[src/rtl/vga_sync_gen.sv]
// VGA raster timing generator: pixel-rate divider, horizontal/vertical
// counters and registered sync / blanking / frame strobes. Every output is
// registered in the same clock as the counters, so x, y and all decodes are
// mutually consistent in any cycle.
module vga_sync_gen #(
   parameter int DIV    = 4,
   parameter int H_VIS  = 640,
   parameter int H_FP   = 16,
   parameter int H_SYNC = 96,
   parameter int H_BP   = 48,
   parameter int V_VIS  = 480,
   parameter int V_FP   = 10,
   parameter int V_SYNC = 2,
   parameter int V_BP   = 33
) (
   input  logic       clk,
   input  logic       rst_n,
   output logic       p_tick,
   output logic [9:0] x,
   output logic [9:0] y,
   output logic       hsync,
   output logic       vsync,
   output logic       video_on,
   output logic       frame_start
);

   localparam int H_TOTAL = H_VIS + H_FP + H_SYNC + H_BP;
   localparam int V_TOTAL = V_VIS + V_FP + V_SYNC + V_BP;
   localparam int DW      = (DIV > 1) ? $clog2(DIV) : 1;

   localparam logic [DW-1:0] DIV_LAST = DW'(DIV - 1);
   localparam logic [9:0]    H_LAST   = 10'(H_TOTAL - 1);
   localparam logic [9:0]    V_LAST   = 10'(V_TOTAL - 1);

   // Decode bounds are 11 bits so a sync edge landing exactly on 1024 still
   // compares correctly against the 10-bit counters.
   localparam logic [10:0] H_VIS_W = 11'(H_VIS);
   localparam logic [10:0] HS_BEG  = 11'(H_VIS + H_FP);
   localparam logic [10:0] HS_END  = 11'(H_VIS + H_FP + H_SYNC);
   localparam logic [10:0] V_VIS_W = 11'(V_VIS);
   localparam logic [10:0] VS_BEG  = 11'(V_VIS + V_FP);
   localparam logic [10:0] VS_END  = 11'(V_VIS + V_FP + V_SYNC);

   logic [DW-1:0] div_q, div_d;
   logic          p_tick_q, p_tick_d;
   logic [9:0]    x_q, x_d;
   logic [9:0]    y_q, y_d;
   logic          hsync_q, hsync_d;
   logic          vsync_q, vsync_d;
   logic          video_on_q, video_on_d;
   logic          frame_start_q, frame_start_d;
   logic          tick;

   // Next-state: divider always runs; counters and decodes move only on the
   // tick, with decodes taken from the new counter values.
   always_comb begin
      tick          = (div_q == DIV_LAST);
      div_d         = div_q + DW'(1);
      p_tick_d      = tick;
      x_d           = x_q;
      y_d           = y_q;
      hsync_d       = hsync_q;
      vsync_d       = vsync_q;
      video_on_d    = video_on_q;
      frame_start_d = 1'b0;
      if (tick) begin
         div_d = '0;
         if (x_q == H_LAST) begin
            x_d = '0;
            y_d = (y_q == V_LAST) ? 10'd0 : y_q + 10'd1;
         end else begin
            x_d = x_q + 10'd1;
         end
         hsync_d       = !(({1'b0, x_d} >= HS_BEG) && ({1'b0, x_d} < HS_END));
         vsync_d       = !(({1'b0, y_d} >= VS_BEG) && ({1'b0, y_d} < VS_END));
         video_on_d    = ({1'b0, x_d} < H_VIS_W) && ({1'b0, y_d} < V_VIS_W);
         frame_start_d = (x_d == 10'd0) && (y_d == 10'd0);
      end
   end

   // State registers; reset parks the raster on the last pixel so the first
   // tick after release lands on (0,0) and raises frame_start.
   always_ff @(posedge clk) begin
      if (!rst_n) begin
         div_q         <= '0;
         p_tick_q      <= 1'b0;
         x_q           <= H_LAST;
         y_q           <= V_LAST;
         hsync_q       <= 1'b1;
         vsync_q       <= 1'b1;
         video_on_q    <= 1'b0;
         frame_start_q <= 1'b0;
      end else begin
         div_q         <= div_d;
         p_tick_q      <= p_tick_d;
         x_q           <= x_d;
         y_q           <= y_d;
         hsync_q       <= hsync_d;
         vsync_q       <= vsync_d;
         video_on_q    <= video_on_d;
         frame_start_q <= frame_start_d;
      end
   end

   assign p_tick      = p_tick_q;
   assign x           = x_q;
   assign y           = y_q;
   assign hsync       = hsync_q;
   assign vsync       = vsync_q;
   assign video_on    = video_on_q;
   assign frame_start = frame_start_q;

endmodule
[config.mk]
export PLATFORM = sky130hd
export DESIGN_NAME = vga_sync_gen
export DESIGN_NICKNAME = d
export VERILOG_FILES = /design/src/rtl/vga_sync_gen.sv
export SDC_FILE = /design/constraint.sdc
export NUM_CORES = 1
export LEC_CHECK = 0
export ABC_AREA = 1
export ABC_CLOCK_PERIOD_IN_PS = 1700
export BUFFER_PORTS_ARGS = -buffer_cell sky130_fd_sc_hd__buf_4
export CORE_UTILIZATION = 31
export CTS_CLUSTER_SIZE = 24
export DETAILED_ROUTE_END_ITERATION = 7
export PLACE_DENSITY_LB_ADDON = 0.08
export SKIP_CTS_REPAIR_TIMING = 1
export SYNTH_ARGS = -nofsm -noshare
export SYNTH_HDL_FRONTEND = slang
export SYNTH_SLANG_ARGS = --single-unit
[constraint.sdc]
create_clock -name clk -period 1.7 [get_ports clk]
set_input_delay 0.255 -clock clk [delete_from_list [all_inputs] [get_ports clk]]
set_output_delay 0.255 -clock clk [all_outputs]
set_load 0.05 [all_outputs]
==> results of run 1 <==
## sequential cells by signal, indices dropped and copies added, names as in the netlist
signal	cells
frame_start	1
vsync	1
p_tick	1
hsync	1
y	10
x	10
div_q	2
video_on	1
## metrics by stage
| stage | power, mW | instance area [sq um] | worst slack, ns | std cells | setup TNS (ns) |
|---|---|---|---|---|---|
| 3_5_place_dp | 1.464 | 2175 | -0.04424 | 371 | -0.09702 |
| 6_report | 1.990 | 2390 | -0.01485 | 385 | -0.01601 |
| 5_1_grt | 2.123 | 2390 | -0.1372 | 385 | -0.5181 |
| 2_1_floorplan | 1.259 | 1724 | -0.01566 | 254 | -0.01566 |
| 4_1_cts | 1.850 | 2220 | -0.07013 | 375 | -0.1905 |
| 3_3_place_gp | 1.465 | 2175 | -0.05747 | 371 | -0.07956 |
## cell families after synthesis
group,after synthesis
compound gates,33
xor+xnor,3
fa+ha+maj,4
buf+inv,42
flops,27
simple gates,145
## worst max-delay path, delay by kind of cell (launching register included)
family / cells / cell delay (ns)
AOI/OAI and AO/OA: 1 / 0.14
adders and majority gates: 1 / 0.15
buffers and inverters: 1 / 0.17
DFF: 1 / 0.38
and+or+nand+nor: 7 / 0.81
## area by class of cell
cell class	count	area (sq um)	area share, %
flip-flops and latches	27	563.0	23.56
repair buffers	61	461.7	19.32
multi-input cells	186	1094	45.76
well taps	70	87.58	3.665
clock buffers	4	45.04	1.885
inverters	37	138.9	5.812
## power groups by stage
stage                     logic (mW)  registers, mW  clock network (mW)
after floorplan                0.474          0.784                   0
after global placement         0.761          0.704                   0
after detailed placement       0.759          0.705                   0
after CTS                      0.760          0.690               0.400
after global routing            1.01          0.694               0.423
final                          0.922          0.689               0.380
## layer usage
metal  vias to the layer above  part of all wire, %
li1                        941                    -
met1                       820                   51
met2                        28                   45
met3                         6                  2.7
met4                         0                  1.3
met5                         -                    0
## cell usage in the layout (no fill, tap or decap), types with 2 or more instances in the layout
master / netlist / routed
o21ai_0: 6 / 6
nor2_8: 2 / 2
inv_2: 2 / 2
o22ai_1: 8 / 8
o22a_1: 2 / 2
buf_4: 0 / 60
a21oi_1: 7 / 6
nor2_4: 3 / 5
ha_1: 4 / 3
xor2_1: 2 / 2
clkbuf_8: 0 / 3
nand3_1: 24 / 19
dfxtp_1: 27 / 13
nand4_4: 1 / 2
nand3_2: 2 / 6
dfxtp_4: 0 / 2
a22oi_1: 4 / 4
dfxtp_2: 0 / 12
nor2_1: 40 / 31
nand2_2: 1 / 2
nand4_1: 2 / 2
nand2_1: 63 / 62
o21a_1: 2 / 2
nor2_2: 3 / 10
inv_1: 34 / 34
## path summary, 6_finish.rpt
kind         startpoint  cells past startpoint  slack (ns)          end
min            div_q[0]                      1        0.43     div_q[0]
max reg2reg        x[1]                     10       -0.01  frame_start
min reg2reg    div_q[0]                      1        0.43     div_q[0]
max                x[1]                     10       -0.01  frame_start
==> reports/results.tsv, run 1 <==
stage	metric	value	unit
grt	grt_remaining_overflow	0	
logic_synthesis	synth-async-reset-ratio	0	%
place	port_buffers	26	
worst_setup_path	max_stage_delay	0.38	ns
logic_synthesis	synth_adder_area_share	2.972	%
worst_setup_path	crit_path_end_kind	flop	
worst_setup_path	worst_path_max_delay_cell	dfxtp_4	
grt	gr-usage-met1	24.58	%
logic_synthesis	yosys_warnings	0	
status	status	finished, violations left	
route	wire_per_inst	12.75	microns
finish	syn_to_final_growth	41.90	%
grt	grt_max_degree	15	
grt	grt.total_usage	17.92	%
floorplan	start_util	32.56	%
worst_setup_path	setup.worst_path.class	flop to flop	
logic_synthesis	yosys.area_share.simple	40.94	%
floorplan	core_area	0.005172	sq mm
power	p_switching	0.7936	mW
clocking	cts_root_buf	clkbuf_8	
grt	grt_pass1_wl	7.624	mm
timing	finalCriticalPeriod	1.715	ns
route	vias	1795	
route	drtAntennaViolNets	0	
logic_synthesis	synth-main-ff-cell	dfxtp_1	
place	gp_congestion	0.8753	
grt	met3_usage	3.175	%
finish	drive_above_1_share	36.19	%
clocking	htreeDepth	1	
power	netSwitchingFraction	39.87	%
logic_synthesis	synth.area.top_cells	dfxtp_1 (32%), nand2_1 (14%), nor2_1 (8.9%), inv_1 (7.6%), nand3_1 (7.1%)	
logic_synthesis	synth.yosys.seq_area_share	32.10	%
floorplan	die_area	0.005731	sq mm
clocking	clock_latency	0.28	ns
grt	first_global_vias	1585	
worst_setup_path	cp_cell_sequence	ha_4 -> nand2_4 -> nor2_8 -> nand4_4 -> buf_6 -> a21oi_4 -> nand3b_1 -> nor2_1 -> nand3_1 -> nor2_1	
timing	grt_setup_unrepaired	true	
worst_setup_path	crit_top_cell	nor2_1	
power	p_leak	1.161	nW
power	clock_power_share	19.1	%
worst_setup_path	path_max_fanout	6	
finish	num-fill-cells	543	
logic_synthesis	synthCells	254	
status	violations	negative setup slack	
finish	postLayoutCoreUtil	46.20	%
logic_synthesis	synth_edf_count	0	
timing	whs	0.4318	ns
clocking	numClockSinks	27	
power	ir_drop	0.0003445	V
clocking	cts_tree	done	
grt	antenna_found_initial	0	
worst_setup_path	start_kind	flop	
flow_run	cap_violations	0	
logic_synthesis	synth.avg_cell_area	6.630	sq um
logic_synthesis	yosysTopAreaCell	dfxtp_1	
timing	clock-skew-final	0.002174	ns
floorplan	num_rows	26	
floorplan	io_pins	27	
route	drt_iter0_markers	60	
floorplan	die_h	75.71	microns
logic_synthesis	synthMuxAreaShare	0	%
worst_setup_path	worst_ep_required_time	1.92	ns
clocking	cts_buffer_depth	2	
logic_synthesis	synth_area	0.001684	sq mm
logic_synthesis	yosys.area.top_type_share	32.10	%
grt	grt-busiest-layer	met2	
timing	slew_headroom	81.22	%
power	power_density	832.8	mW/mm^2
logic_synthesis	ys_ff_latch	27	
finish	finalNetCount	322	
grt	use_met2	28.87	%
power	seqPwrFrac	34.6	%
logic_synthesis	syn_nets	260	
power	p_comb_share	46.3	%
route	drcViolationCount	0	
timing	tightest_slew	0.2810	ns
clocking	cts_buffers	3	
route	wl	4.907	mm
clocking	clk_pin_slew	0.09	ns
timing	setup_viol	2	
timing	timing.fmax	583.1	MHz
timing	fin_ws	-0.01485	ns
place	hpwl	3.568	mm
power	intPower	1.197	mW
finish	antenna_cells	0	
logic_synthesis	ys_types	33	
floorplan	die_w	75.71	microns
timing	hold_viol	0	
timing	slew_viol_final	0	
timing	fin_crit_sh	100.9	%
logic_synthesis	synth_common_cells	nand2_1 (63), nor2_1 (40), inv_1 (34)	
logic_synthesis	synthXorXnorAreaFrac	1.560	%
logic_synthesis	yosys.cell_count.top_type	nand2_1	
min_path	hp-class	flop to flop	
route	firstDrtPassIters	4	
logic_synthesis	synth_top_family_by_area	simple AND/OR/NAND/NOR gates	
worst_setup_path	critPathArrivalTime	1.94	ns
route	via_per_inst	4.662	
logic_synthesis	synth_compound_area_share	12.56	%
(Power assumes the default switching activity.)
==> run 2, diff against run 1 <==
--- a/config.mk
+++ b/config.mk
@@ -8,7 +8,7 @@
 export ABC_AREA = 1
 export ABC_CLOCK_PERIOD_IN_PS = 1700
 export BUFFER_PORTS_ARGS = -buffer_cell sky130_fd_sc_hd__buf_4
-export CORE_UTILIZATION = 31
+export CORE_UTILIZATION = 50
 export CTS_CLUSTER_SIZE = 24
 export DETAILED_ROUTE_END_ITERATION = 7
 export PLACE_DENSITY_LB_ADDON = 0.08
==> reports/results.tsv, run 2 (synthesis gave the netlist of run 1 again) <==
stage	metric	value	unit	change
status	status	finished, violations left		unchanged
status	violations	negative setup slack		unchanged
floorplan	die_w	60.04	microns	was 75.71 microns
clocking	cts_tree	done		unchanged
grt	grt_remaining_overflow	0		unchanged
place	gp_congestion	0.8915		was 0.8753
floorplan	start_util	53.84	%	was 32.56%
route	drcViolationCount	0		unchanged
grt	grt.total_usage	25.69	%	was 17.92%
clocking	numClockSinks	27		unchanged
place	pre_cts_ws	0.005035	ns	was -0.04424 ns
floorplan	die_h	60.04	microns	was 75.71 microns
route	via_per_inst	5.157		was 4.662
route	wire_per_inst	12.69	microns	was 12.75 microns
power	power_density	839.9	mW/mm^2	was 832.8 mW/mm^2
place	port_buffers	26		unchanged
clocking	htreeDepth	1		unchanged
timing	fin_ws	-0.03728	ns	was -0.01485 ns
timing	timing.fmax	575.6	MHz	was 583.1 MHz
place	dpl-instance-area	0.002037	sq mm	was 0.002175 sq mm
timing	grt_setup_unrepaired	true		unchanged
worst_setup_path	critPathArrivalTime	2.03	ns	was 1.94 ns
finish	antenna_cells	0		unchanged
finish	layout_commonest_cell	nand2_1		unchanged
finish	finalNetCount	308		was 322
timing	clock-skew-final	0.004891	ns	was 0.002174 ns
clocking	clock_latency	0.34	ns	was 0.28 ns
floorplan	die_area	0.003604	sq mm	was 0.005731 sq mm
grt	grt_pass1_wl	6.927	mm	was 7.624 mm
route	wl	4.379	mm	was 4.907 mm
grt	grt_max_degree	19		was 15
timing	finalCriticalPeriod	1.737	ns	was 1.715 ns
clocking	cts_root_buf	clkbuf_4		was clkbuf_8
grt	antenna_found_initial	0		unchanged
place	hpwl	3.024	mm	was 3.568 mm
timing	hold_viol	0		unchanged
finish	postLayoutCellArea	0.002240	sq mm	was 0.002390 sq mm
flow_run	cap_violations	0		unchanged
floorplan	io_pins	27		unchanged
worst_setup_path	path_max_fanout	6		unchanged
worst_setup_path	crit_path_end_kind	flop		unchanged
timing	slew_headroom	82.18	%	was 81.22%
floorplan	core_area	0.003128	sq mm	was 0.005172 sq mm
timing	setup_viol	2		unchanged
clocking	cts_buffers	3		unchanged
route	firstDrtPassIters	4		unchanged
finish	drive_above_1_share	33.89	%	was 36.19%
timing	slew_viol_final	0		unchanged
min_path	hp-class	input port to flop		was flop to flop
route	drt_iter0_markers	144		was 60
clocking	cts_buffer_depth	2		unchanged
timing	tightest_slew	0.2671	ns	was 0.2810 ns
finish	syn_to_final_growth	32.99	%	was 41.90%
grt	first_global_vias	1522		was 1585
floorplan	num_rows	20		was 26
route	drtAntennaViolNets	0		unchanged
timing	fin_crit_sh	102.2	%	was 100.9%
worst_setup_path	start_kind	flop		unchanged
route	vias	1779		was 1795
worst_setup_path	worst_ep_required_time	1.99	ns	was 1.92 ns
power	ir_drop	0.0003545	V	was 0.0003445 V
power	p_leak	1.092	nW	was 1.161 nW
clocking	clk_pin_slew	0.15	ns	was 0.09 ns
finish	final_cell_mix	nand2_1 (62), buf_4 (45), inv_1 (32), nor2_1 (31), nand3_1 (21)		was nand2_1 (62), buf_4 (60), inv_1 (34), nor2_1 (31), nand3_1 (19)
worst_setup_path	setup.worst_path.class	flop to flop		unchanged
==> run 2: cell count changes in the layout (fill, tap and decap cells not counted), sizes merged <==
cell / previous run / this run
buf: 61 / 47
clkbuf: 4 / 3
clkinv: 1 / 2
==> run 2: power by group <==
part | leakage, nW | switching (mW) | internal [mW]
clock network | 0.0177 | 0.205 | 0.0888
logic | 0.856 | 0.534 | 0.354
registers | 0.218 | 0.0339 | 0.664
total | 1.09 | 0.774 | 1.11
==> run 2: path summary, 6_finish.rpt <==
path	from	to	slack, ns	depth (start not counted)
max	x[0]	frame_start	-0.04	11
min	rst_n	video_on	0.39	6
max reg2reg	x[0]	frame_start	-0.04	11
min reg2reg	div_q[0]	div_q[0]	0.43	1
==> run 2: per-stage QoR <==
stage | std cells | total power [mW] | hold slack, ns | util [%] | setup TNS, ns
floorplan | 254 | 1.259 | 0.3992 | - | -0.01566
global route | 345 | 1.993 | 0.4152 | 71.60 | -0.4076
finish | 345 | 1.881 | 0.3937 | 71.60 | -0.04853
global placement | 331 | 1.406 | 0.4131 | 65.12 | 0
detailed placement | 331 | 1.407 | 0.4140 | 65.12 | 0
CTS | 335 | 1.699 | 0.3845 | 66.00 | -0.05485
==> run 2: critical path: stages, from the launching register on <==
cell and delay, ns:
dfxtp_4 0.41, ha_4 0.16, nand2_8 0.07, nor2_8 0.16, nand4_4 0.17, buf_4 0.19, nand2_2 0.05, o21a_4 0.14
nand2_1 0.05, nor2_1 0.10, nand3_1 0.08, nor2_1 0.09
==> run 2: metal layers <==
layer  vias to the layer above  global-route usage [%]  part of all wire [%]
met3                         5                   3.030                   5.7
met4                         0                   9.302                   1.2
met1                       798                   35.23                    46
li1                        914                       -                     -
met2                        62                   41.27                    47
met5                         -                       0                     0
==> run 2: layout make-up <==
cell class / instances / area (sq um)
multi-input combinational: 186 / 1086
fill: 263 / 888.4
sequential: 27 / 563.0
timing repair buffer: 47 / 369.1
inverter: 37 / 138.9
tap: 44 / 55.05
clock buffer: 3 / 22.52
clock inverter: 1 / 5.005
==> run 3, diff against run 2 <==
--- a/config.mk
+++ b/config.mk
@@ -6,9 +6,11 @@
 export NUM_CORES = 1
 export LEC_CHECK = 0
 export ABC_AREA = 1
-export ABC_CLOCK_PERIOD_IN_PS = 1700
+export ABC_CLOCK_PERIOD_IN_PS = 1780
 export BUFFER_PORTS_ARGS = -buffer_cell sky130_fd_sc_hd__buf_4
-export CORE_UTILIZATION = 50
+export CELL_PAD_IN_SITES_DETAIL_PLACEMENT = 0
+export CELL_PAD_IN_SITES_GLOBAL_PLACEMENT = 2
+export CORE_UTILIZATION = 30
 export CTS_CLUSTER_SIZE = 24
 export DETAILED_ROUTE_END_ITERATION = 7
 export PLACE_DENSITY_LB_ADDON = 0.08
==> constraint.sdc (replaced) <==
create_clock -name clk -period 1.78 [get_ports clk]
set_input_delay 0.267 -clock clk [delete_from_list [all_inputs] [get_ports clk]]
set_output_delay 0.267 -clock clk [all_outputs]
set_load 0.05 [all_outputs]
==> reports/results.tsv, run 3 (synthesis gave the netlist of run 1 again) <==
stage	metric	value	unit	change
route	routed.top_layer	met4		unchanged
timing	grt_setup_unrepaired	true		unchanged
clocking	cts_root_buf	clkbuf_8		was clkbuf_4
route	drcViolationCount	0		unchanged
power	clock_power_share	20.5	%	was 15.6%
route	via_per_inst	4.696		was 5.157
min_path	min-delay-start	rst_n		unchanged
worst_setup_path	critPathArrivalTime	1.90	ns	was 2.03 ns
timing	hold_viol	0		unchanged
grt	grt_pass1_wl	8.411	mm	was 6.927 mm
floorplan	num_rows	26		was 20
clocking	numClockSinks	27		unchanged
route	drtAntennaViolNets	0		unchanged
finish	layout_commonest_cell	nand2_1		unchanged
clocking	cts_buffers	3		unchanged
worst_setup_path	worst_path_max_delay_cell	dfxtp_2		was dfxtp_4
clocking	clock_latency	0.28	ns	was 0.34 ns
timing	slew_viol_final	0		unchanged
timing	tns	0	ns	was -0.04853 ns
worst_setup_path	crit_path_end_kind	flop		unchanged
place	port_buffers	26		unchanged
floorplan	die_area	0.005917	sq mm	was 0.003604 sq mm
worst_setup_path	regToRegSetupSlack	0.11	ns	was -0.04 ns
place	gp_congestion	0.8350		was 0.8915
floorplan	die_w	76.93	microns	was 60.04 microns
power	p_leak	1.150	nW	was 1.092 nW
worst_setup_path	setup.worst_path.class	flop to flop		unchanged
floorplan	core_area	0.005270	sq mm	was 0.003128 sq mm
finish	antenna_cells	0		unchanged
timing	tightest_slew	0.2749	ns	was 0.2671 ns
min_path	min_to	div_q[1]		was video_on
finish	drive_above_1_share	35.90	%	was 33.89%
timing	finalCriticalPeriod	1.671	ns	was 1.737 ns
worst_setup_path	r2r_cells	14		was 11
min_path	worst_hold_path.num_cells	5		was 6
clocking	clk_pin_slew	0.11	ns	was 0.15 ns
power	power_density	804.1	mW/mm^2	was 839.9 mW/mm^2
clocking	cts_tree	done		unchanged
power	p_switching	0.7669	mW	was 0.7736 mW
worst_setup_path	cp_cell_sequence	inv_2 -> ha_4 -> inv_2 -> nor2_4 -> nand4_1 -> buf_6 -> buf_6 -> nand2_2 -> nor2_1 -> nor2_2 -> nand2_1 -> nor2_2 -> nand3_1 -> nor2_1		was ha_4 -> nand2_8 -> nor2_8 -> nand4_4 -> buf_4 -> nand2_2 -> o21a_4 -> nand2_1 -> nor2_1 -> nand3_1 -> nor2_1
timing	setup_viol	0		was 2
route	wl_met1	2.730	mm	was 2.015 mm
worst_setup_path	max_stage_delay	0.34	ns	was 0.41 ns
route	vias	1794		was 1779
flow_run	cap_violations	0		unchanged
route	wl_met2	2.248	mm	was 2.060 mm
min_path	hp-class	input port to flop		unchanged
finish	final_cells	382		was 345
worst_setup_path	path_max_fanout	5		was 6
finish	final_cell_mix	nand2_1 (61), buf_4 (55), nor2_1 (32), inv_1 (31), nand3_1 (22)		was nand2_1 (62), buf_4 (45), inv_1 (32), nor2_1 (31), nand3_1 (21)
place	hpwl	3.879	mm	was 3.024 mm
place	dp_cells	371		was 331
route	firstDrtPassIters	4		unchanged
grt	grt_max_degree	18		was 19
floorplan	start_util	31.96	%	was 53.84%
grt	grt.total_usage	17.98	%	was 25.69%
grt	first_global_vias	1649		was 1522
route	wire_per_inst	13.65	microns	was 12.69 microns
route	drt_iter0_markers	62		was 144
timing	fin_crit_sh	93.87	%	was 102.2%
route	wl_met3	185	microns	was 250 microns
clocking	htreeDepth	1		unchanged
timing	timing.fmax	598.5	MHz	was 575.6 MHz
power	netSwitchingFraction	40.40	%	was 41.13%
grt	antenna_found_initial	0		unchanged
timing	clock-skew-final	0.007357	ns	was 0.004891 ns
power	ir_drop	0.0003392	V	was 0.0003545 V
timing	slew_headroom	81.67	%	was 82.18%
place	dpl-instance-area	0.002155	sq mm	was 0.002037 sq mm
floorplan	die_h	76.93	microns	was 60.04 microns
worst_setup_path	start_kind	flop		unchanged
power	intPower	1.132	mW	was 1.107 mW
floorplan	io_pins	27		unchanged
finish	postLayoutCellArea	0.002361	sq mm	was 0.002240 sq mm
clocking	cts_buffer_depth	2		unchanged
status	status	completed		was finished, violations left
finish	postLayoutCoreUtil	44.80	%	was 71.60%
power	p_comb_share	44.9	%	was 47.2%
finish	finalNetCount	319		was 308
finish	syn_to_final_growth	40.19	%	was 32.99%
power	seqPwrFrac	34.6	%	was 37.1%
worst_setup_path	reg2reg_from	y[1]		was x[0]
worst_setup_path	rr_endpoint	frame_start		unchanged
worst_setup_path	worst_ep_required_time	2.01	ns	was 1.99 ns
grt	grt_remaining_overflow	0		unchanged
timing	whs	0.3035	ns	was 0.3937 ns
route	wl	5.213	mm	was 4.379 mm
==> run 3: area by class of cell <==
cell class              count  area (sq um)
fillers                   603          2909
multi-input cells         186          1076
inverters                  37         138.9
repair buffers             58         446.7
well taps                  70         87.58
flip-flops and latches     27         561.8
clock inverters             1         8.758
clock buffers               3         41.29
==> run 3: power groups by stage <==
stage | combinational [mW] | clock (mW) | sequential [mW]
floorplan | 0.449 | 0 | 0.747
finish | 0.852 | 0.390 | 0.657
CTS | 0.755 | 0.407 | 0.655
global route | 0.923 | 0.440 | 0.662
detailed placement | 0.749 | 0 | 0.669
global placement | 0.756 | 0 | 0.669
==> run 3: layer usage <==
metal  vias up  global-route usage [%]
met5         -                       0
met4         0                   2.308
met3         4                   2.976
met2        39                   28.39
met1       811                   25.97
li1        940                       -
==> run 3: worst max path at each step <==
| stage | from | to | slack, ns |
|---|---|---|---|
| 2_1_floorplan | y[4] | vsync | 0.007 |
| 3_3_place_gp | y[0] | frame_start | -0.05 |
| 3_5_place_dp | x[0] | vsync | -0.03 |
| 4_1_cts | y[0] | frame_start | -0.08 |
| 5_1_grt | y[1] | frame_start | -0.03 |
| 6_report | y[1] | frame_start | 0.11 |
==> run 3: through the flow <==
| step | power (mW) | setup WS [ns] |
|---|---|---|
| floorplan | 1.197 | 0.006815 |
| global placement | 1.425 | -0.05010 |
| detailed placement | 1.418 | -0.02956 |
| CTS | 1.817 | -0.08317 |
| global route | 2.025 | -0.02673 |
| finish | 1.898 | 0.1091 |
==> run 3: worst max-delay path, delay by kind of cell (launching register included) <==
kind / cells / cell delay [ns]
flip-flops: 1 / 0.34
AND/OR/NAND/NOR: 9 / 0.80
adder cells (fa/ha/maj): 1 / 0.13
buffers and inverters: 4 / 0.37
